**src/rtl/muldiv_unit.sv**
```systemverilog
// Iterative MIPS multiply/divide unit owning HI/LO (radix-2 shift-add multiply, restoring divide).
// Optional macro MULDIV_DIV_EN builds the divider; without it DIV/DIVU finish in one busy cycle, HI/LO untouched.
module muldiv_unit #(
    parameter int DATA_W = 32
) (
    input  logic              clk,
    input  logic              reset,
    input  logic              start,
    input  logic [1:0]        op,
    input  logic [DATA_W-1:0] in1,
    input  logic [DATA_W-1:0] in2,
    input  logic              flush,
    input  logic              hi_we,
    input  logic              lo_we,
    input  logic [DATA_W-1:0] wdata,
    output logic              busy,
    output logic              done,
    output logic [DATA_W-1:0] hi,
    output logic [DATA_W-1:0] lo
);
    localparam int CW = $clog2(DATA_W);
    localparam logic [CW-1:0] LAST = CW'(DATA_W - 1);

    typedef enum logic [1:0] {IDLE = 2'd0, CALC = 2'd1, FIX = 2'd2} state_t;

    state_t              state_q;
    logic [CW-1:0]       cnt_q;
    logic [DATA_W-1:0]   a_q, hi_q, lo_q;
    logic [2*DATA_W-1:0] acc_q;
    logic                is_div_q, sign_a_q, sign_b_q, busy_q, done_q;

    logic                signed_op;
    logic [DATA_W-1:0]   abs_in1, abs_in2;
    logic [DATA_W:0]     mul_sum;
    logic [2*DATA_W-1:0] acc_d, mul_res;
    logic [DATA_W-1:0]   fix_hi_d, fix_lo_d;
`ifdef MULDIV_DIV_EN
    logic [DATA_W-1:0]   b_q;
    logic [DATA_W:0]     div_shift, div_diff;
    logic                div_ge;
`endif

    always_comb begin
        signed_op = ~op[0];
        abs_in1   = (signed_op && in1[DATA_W-1]) ? -in1 : in1;
        abs_in2   = (signed_op && in2[DATA_W-1]) ? -in2 : in2;
        // Multiply: acc holds {partial, multiplier}; add a_q when the multiplier LSB is set, then shift right.
        mul_sum   = {1'b0, acc_q[2*DATA_W-1:DATA_W]} + (acc_q[0] ? {1'b0, a_q} : '0);
        acc_d     = {mul_sum, acc_q[DATA_W-1:1]};
        mul_res   = (sign_a_q ^ sign_b_q) ? -acc_q : acc_q;
        fix_hi_d  = mul_res[2*DATA_W-1:DATA_W];
        fix_lo_d  = mul_res[DATA_W-1:0];
`ifdef MULDIV_DIV_EN
        // Divide: acc holds {remainder, dividend/quotient}; shift left one bit and trial-subtract.
        div_shift = acc_q[2*DATA_W-1:DATA_W-1];
        div_ge    = div_shift >= {1'b0, b_q};
        div_diff  = div_shift - {1'b0, b_q};
        if (is_div_q) begin
            acc_d = {(div_ge ? div_diff[DATA_W-1:0] : div_shift[DATA_W-1:0]),
                     acc_q[DATA_W-2:0], div_ge};
            if (b_q == '0) begin
                fix_lo_d = '1;
                fix_hi_d = sign_a_q ? -a_q : a_q;
            end else begin
                fix_lo_d = (sign_a_q ^ sign_b_q) ? -acc_q[DATA_W-1:0] : acc_q[DATA_W-1:0];
                fix_hi_d = sign_a_q ? -acc_q[2*DATA_W-1:DATA_W] : acc_q[2*DATA_W-1:DATA_W];
            end
        end
`else
        if (is_div_q) begin
            fix_hi_d = hi_q;
            fix_lo_d = lo_q;
        end
`endif
    end

    always_ff @(posedge clk or posedge reset) begin
        if (reset) begin
            state_q  <= IDLE;
            cnt_q    <= '0;
            a_q      <= '0;
`ifdef MULDIV_DIV_EN
            b_q      <= '0;
`endif
            acc_q    <= '0;
            hi_q     <= '0;
            lo_q     <= '0;
            is_div_q <= 1'b0;
            sign_a_q <= 1'b0;
            sign_b_q <= 1'b0;
            busy_q   <= 1'b0;
            done_q   <= 1'b0;
        end else begin
            done_q <= 1'b0;
            // Flush outranks everything, including an MTHI/MTLO write in the same cycle.
            if (flush) begin
                state_q <= IDLE;
                busy_q  <= 1'b0;
            end else begin
                case (state_q)
                    IDLE: begin
                        if (hi_we) hi_q <= wdata;
                        if (lo_we) lo_q <= wdata;
                        if (start) begin
                            busy_q   <= 1'b1;
                            cnt_q    <= '0;
                            is_div_q <= op[1];
                            sign_a_q <= signed_op & in1[DATA_W-1];
                            sign_b_q <= signed_op & in2[DATA_W-1];
                            a_q      <= abs_in1;
`ifdef MULDIV_DIV_EN
                            b_q      <= abs_in2;
                            acc_q    <= {{DATA_W{1'b0}}, (op[1] ? abs_in1 : abs_in2)};
                            state_q  <= CALC;
`else
                            acc_q    <= {{DATA_W{1'b0}}, abs_in2};
                            state_q  <= op[1] ? FIX : CALC;
`endif
                        end
                    end
                    CALC: begin
                        acc_q <= acc_d;
                        if (cnt_q == LAST) state_q <= FIX;
                        else               cnt_q   <= cnt_q + 1'b1;
                    end
                    FIX: begin
                        state_q <= IDLE;
                        busy_q  <= 1'b0;
                        done_q  <= 1'b1;
                        hi_q    <= fix_hi_d;
                        lo_q    <= fix_lo_d;
                    end
                    default: state_q <= IDLE;
                endcase
            end
        end
    end

    assign busy = busy_q;
    assign done = done_q;
    assign hi   = hi_q;
    assign lo   = lo_q;
endmodule
```
**config.mk**
```make
export PLATFORM = sky130hd
export DESIGN_NAME = muldiv_unit
export DESIGN_NICKNAME = d
export VERILOG_FILES = /design/src/rtl/muldiv_unit.sv
export SDC_FILE = /design/constraint.sdc
export NUM_CORES = 1
export LEC_CHECK = 0
export ABC_AREA = 1
export BUFFER_PORTS_ARGS = -buffer_cell sky130_fd_sc_hd__buf_2
export CAP_MARGIN = 25
export CORE_UTILIZATION = 65
export DETAILED_ROUTE_END_ITERATION = 8
export PLACE_DENSITY_LB_ADDON = 0.1
export RECOVER_POWER = 25
export SYNTH_ARGS = -nofsm -noshare
export SYNTH_HDL_FRONTEND = slang
export SYNTH_SLANG_ARGS = --single-unit
```
**constraint.sdc**
```tcl
create_clock -name clk -period 13.4 [get_ports clk]
set_input_delay 2.01 -clock clk [delete_from_list [all_inputs] [get_ports clk]]
set_output_delay 2.01 -clock clk [all_outputs]
set_load 0.05 [all_outputs]
```
# --- Yosys cells after proc, flatten, opt, wreduce, memory -nomap -nowiden ---
# Cells that the tools add are included.
totals:
  regBits: 172
  input_bits: 104
  output_inout_bits: 66
classes:
  n_mux: 25
  eq_ne: 10
  n_addsub: 5
  reduce_logical: 13
  bitwise: 5
ops:
  columns: ["op", "n"]
  rows:
  - ["2-to-1 mux 32 bit", 7]
  - ["2-to-1 mux 64 bit", 2]
  - ["case mux 32 bit (2 select lines)", 2]
  - ["case mux 64 bit (2 select lines)", 1]
  - ["negation 32 bit", 2]
  - ["negation 64 bit", 1]
  - ["adder 32 x 32 -> 33 bit", 1]
  - ["AND reduction 4 bit", 3]
  - ["2-to-1 mux 5 bit", 2]
  - ["!= test 2 bit (second input constant)", 5]
  - ["case mux 5 bit (2 select lines)", 1]
  - ["2-to-1 mux 2 bit", 4]
  - ["!= test 3 bit (second input constant)", 2]
  - ["AND reduction 3 bit", 2]
  - ["adder 5 x 1 -> 5 bit (second input constant)", 1]
  - ["== test 5 bit (second input constant)", 1]
  - ["2-to-1 mux 1 bit", 4]
  - ["case mux 2 bit (2 select lines)", 1]
  - ["AND reduction 2 bit", 2]
  - ["nonzero test 2 bit", 2]
  - ["nonzero test 3 bit", 1]
  - ["AND 1 bit", 2]
  - ["== test 2 x 1 -> 1 bit (second input constant)", 1]
  - ["== test 2 bit (second input constant)", 1]
  - ["other kinds (5)", 7]

# --- Logic depth before layout (Yosys ltp) ---
logic_depth:
  depth_word: 5
  depth_mapped: 19

# --- Least setup slack after synthesis ---
# No wires, ideal clock.
synth_timing:
  kind: "in2reg"
  from: "input in2[1]"
  to: "register acc_q[24]"
  path_buffers: 0
  setup_slack_ps: 10123
  arrival_ps: 3160
  setup_ps: 117
  cell_stages: 13
  required_time_ps: 13283
  path_cell_list: "inv_1 > ha_1 > nand3_1 > nor2_2 > nand2_1 > nor2_1 > nand2_1 > nand2_1 > nand2_1 > nand2_1 > nand3_1 > nand2_1 > nand2_1"
synth_via:
  elab_chain_cells: 4
synth_lines:
  columns: ["item", "line", "text"]
  rows:
  - ["start: declaration", "11", "input logic [DATA_W-1:0] in2,"]
  - ["negation 32 bit", "46", "abs_in2 = (signed_op && in2[DATA_W-1]) ? -in2 : in2;"]
  - ["2-to-1 mux 32 bit", "46", null]
  - ["2-to-1 mux 64 bit", "104", "if (start) begin"]
  - ["case mux 64 bit (2 select lines)", "100", "case (state_q)"]
  - ["end signal: assignment", "116", "acc_q <= {{DATA_W{1'b0}}, abs_in2};"]
  - ["end: declaration", "29", "logic [2*DATA_W-1:0] acc_q;"]
# Every way passes these cells. The select of a mux whose other input is x is not followed.
# A chain may end at the register's enable or synchronous reset.

# --- Worst setup path in the final report ---
layout_timing:
  from: "register state_q[1]"
  to: "register hi_q[13] (netlist: hi[13])"
layout_via:
  elab_chain_cells: 3
layout_lines:
  columns: ["item", "line", "text"]
  rows:
  - ["start: declaration", "26", "state_t state_q;"]
  - ["start signal: assignment", "117", "state_q <= op[1] ? FIX : CALC;"]
  - ["== test 2 bit or logical NOT 2 bit (tied branches)", "100", null]
  - ["!= test 2 bit (no line) or nonzero test 2 bit (tied branches)", null, null]
  - ["AND reduction 4 bit (no line)", null, null]
  - ["end signal: assignment", "102", "if (hi_we) hi_q <= wdata;"]
  - ["end signal: assignment", "130", "hi_q <= fix_hi_d;"]
  - ["end: declaration", "28", "logic [DATA_W-1:0] a_q, hi_q, lo_q;"]
# Several ways; a longest one is shown, not always the timed one.

==> metrics.md <==
| Metric | Value |
|---|---|
| Final min period | `roughly 5.7 ns` |
| Hold buffers post-CTS | `0` |
| Starting Density | `about two thirds` |
| Final setup violation count | `0` |
| Skew final | `between 0.015 and 0.02 ns` |
| Critical path capture point type | `register` |
| Die height | `~150 µm` |
| Num CTS Buffers | `17` |
| DRT iter0 DRCs | `between 1500 and 2000` |
| Synth Warn # | `0` |
| Critical Path Fanout Max | `71` |
| Core Util, Final | `74.47%` |
| R2r setup slk | `between 7 and 8 ns` |
| CORE AREA | `20360 µm²` |
| Synth area leader | `dfrtp_1` |
| Finished Layout Cells | `approximately 2600` |
| First-pass GRT wire length | `72740 µm` |
| Setup Buffers After CTS | `0` |
| FF-to-FF path depth | `8` |
| Synth top cells by count | `nand2_1, nor2_1, inv_1, nand3_1, dfrtp_1` |
| Max-cap violations | `3` |
| Synth Cell Area | `about 14000 µm²` |
| Leakage power | `around 7.8 nW` |
| Violated checks | `capacitance limit, slew limit` |
| Int Pwr | `roughly 1.3 mW` |
| Final instance area | `about 15000 µm²` |
| Category of the worst setup path launch point | `register` |
| Worst ir drop on vdd | `0.1101 mV` |
| Setup slack after placement | `7.968 ns` |
| Clock Power Share | `18.0%` |
| Area after DPL | `14570 µm²` |
| Sw frac | `about 52%` |
| Port buffer count | `approximately 170` |
| CTS tree | `built` |
| DP HPWL | `36040 µm` |
| RSZ-0062 raised after global routing | `no` |
| Slew @ Worst Pin | `between 4 and 5 ns` |
| Count of pins over their slew limit | `208` |
| Placer congestion estimate | `1.042` |
| Final net count | `between 2000 and 2500` |
| Pwr Total | `approximately 2.7 mW` |
| Htree depth | `4` |
| Worst hold path cell count | `2` |
| Final hold viol count | `0` |
| Clock Tree Root | `clkbuf_16` |
| Register area share after synthesis | `31.59%` |
| Ys async rst share | `100.0%` |
| Worst EP required | `between 10 and 15 ns` |
| Full die area | `around 22000 µm²` |
| Pin count of the biggest net entering global routing | `95` |
| Setup tns final | `0 ns` |
| Synth Instances | `around 2200` |
| Synth area leaders | `dfrtp_1, nand2_1, nor2_1, nand3_1, inv_1` |
| Share of layout cells above drive strength 1 | `10.44%` |
| Comb pwr share | `just over 50%` |
| Register area | `roughly 4300 µm²` |
| Average routed wire per standard cell | `around 18 µm` |
| RR Endpoint | `hi[13]$_DFFE_PP0P_` |
| Post-Route WL | `between 40000 and 50000 µm` |
| Smallest hold slack | `0.4810 ns` |
| Hold WC Path Type | `reg -> reg` |
| Area grow syn2layout | `11.28%` |
| Mean Syn Cell Area | `6.188 µm²` |
| DRC | `0` |
| Post-CTS Resized | `0` |
| Bufs on Longest Clock Path | `2` |
| Detailed-router iteration count before antenna repair | `8` |
| Placed insts | `roughly 2600` |
| P per Cell Area | `roughly 180 nW/µm²` |
| Antenna violations before repair | `0` |
| Cell variety after synth | `44` |
| Multi-input logic area | `between 7000 and 8000 µm²` |
| Drt via density | `a little under 6` |
| Register bit total from synthesis | `172` |
| IO Count | `170` |
| Number of global-route vias before repair | `roughly 14000` |
| Crit path kind | `reg -> reg` |
| Slack of the critical path | `between 7 and 8 ns` |
| Worst r2r src | `state_q[1]$_DFFE_PP0P_` |
| Fill cell count | `approximately 1800` |
| Row count | `52` |
| Gr usage total | `43.03%` |
| Routed Antenna Nets | `0` |
| Crit path DAT | `5.96 ns` |
| Vias | `15600` |
| Hold EP | `lo[9]$_DFFE_PP0P_` |
| Outcome | `finished with violations` |
| P_sw | `between 1 and 1.5 mW` |
| Post-synth EDFFs | `0` |
| Die Wd | `146.8 µm` |
| Grt ovf | `0` |
| Top-count cell post-synth | `nand2_1` |
| Tcrit/Tclk final | `a little over two fifths` |
| ANT cells | `0` |
| Clock slew at the register clock pins of the worst setup and hold paths | `approximately 0.07 ns` |
| Part of the power in registers | `a little under a third` |
| Mapped Nets | `2344` |
| Fmax | `~0.18 GHz` |
| Post-synth top area share | `between 30% and 40%` |
| Skew-Pair Late Insertion Delay | `between 0.4 and 0.5 ns` |
| Worst slew margin | `-182.5%` |
| Dominant synthesized flop cell | `dfrtp_1` |
| Min-delay src | `lo[9]$_DFFE_PP0P_` |
| CTS sink count | `172` |
==> cells in the final DEF (no fill, tap or decap), types with 7 or more instances in the layout <==
cell and n:
nand3_1 225, o22ai_1 7, o21ai_1 11, a21oi_1 136, ha_1 37, or2_2 7
dfrtp_1 172, nor2_1 322, clkbuf_16 17, a22oi_1 8, nor2_2 8, nor3_1 21
xor2_1 19, nand2_1 612, buf_4 7, inv_1 273, inv_2 7, nand4_1 25
o21ai_0 149, o211ai_1 12, buf_2 167, a2bb2oi_1 12, a31oi_1 22
==> area by class of cell <==
class	count	area share, %
clock inverter	14	0.9736
inverter	282	6.997
clock buffer	18	2.830
tap	270	2.228
multi-input combinational	1680	52.35
timing repair buffer	181	6.238
sequential	172	28.38
==> worst max path at each step <==
stage | slack, ns | depth (start not counted) | to | start
after floorplan | 6.73 | 1 | a_q[0]$_DFFE_PP0P_ | reset
after global placement | 8.15 | 9 | a_q[13]$_DFFE_PP0P_ | flush
after detailed placement | 7.97 | 9 | a_q[15]$_DFFE_PP0P_ | flush
after CTS | 8.43 | 9 | a_q[15]$_DFFE_PP0P_ | flush
after global routing | 7.35 | 10 | a_q[14]$_DFFE_PP0P_ | flush
final | 7.73 | 8 | hi[13]$_DFFE_PP0P_ | state_q[1]$_DFFE_PP0P_
==> state kept, by name, indices dropped and copies added (netlist names) <==
| register | flops |
|---|---|
| is_div_q | 1 |
| sign_a_q | 1 |
| cnt_q | 5 |
| lo | 32 |
| state_q | 2 |
| done | 1 |
| busy | 1 |
| sign_b_q | 1 |
| acc_q | 64 |
| hi | 32 |
| a_q | 32 |
==> routing by layer <==
| metal | track usage [%] | vias up | wire length [µm] |
|---|---|---|---|
| li1 | - | 7409 | - |
| met3 | 6.211 | 164 | 3916 |
| met2 | 73.70 | 867 | 21980 |
| met4 | 23.39 | 0 | 2572 |
| met1 | 52.27 | 7159 | 17660 |
| met5 | 0 | - | 0 |
==> logic make-up after synthesis <==
logic type	after synthesis	synth area share, %
fa+ha+maj	38	3.544
simple gates	1243	38.04
flops	172	31.59
compound gates	377	15.22
buf+inv	350	10.19
xor+xnor	22	1.414
==> power by group through the flow <==
| stage | Clock [mW] | Sequential (mW) | Combinational [mW] |
|---|---|---|---|
| 6_report | 0.492 | 0.836 | 1.40 |
| 3_5_place_dp | 0 | 0.835 | 1.36 |
| 4_1_cts | 0.489 | 0.827 | 1.37 |
| 5_1_grt | 0.511 | 0.851 | 1.52 |
| 3_3_place_gp | 0 | 0.831 | 1.33 |
| 2_1_floorplan | 0 | 1.04 | 0.781 |
==> critical path, stage by stage, from the launching register on <==
cell and delay (ns):
dfrtp_1 0.44, inv_1 0.11, nor2_4 0.08, clkbuf_1 2.44, inv_1 1.64, nand2_1 0.37, inv_1 0.13, nor2_1 0.17
a21oi_1 0.10
No activity file was read; power rests on OpenSTA's default activity.
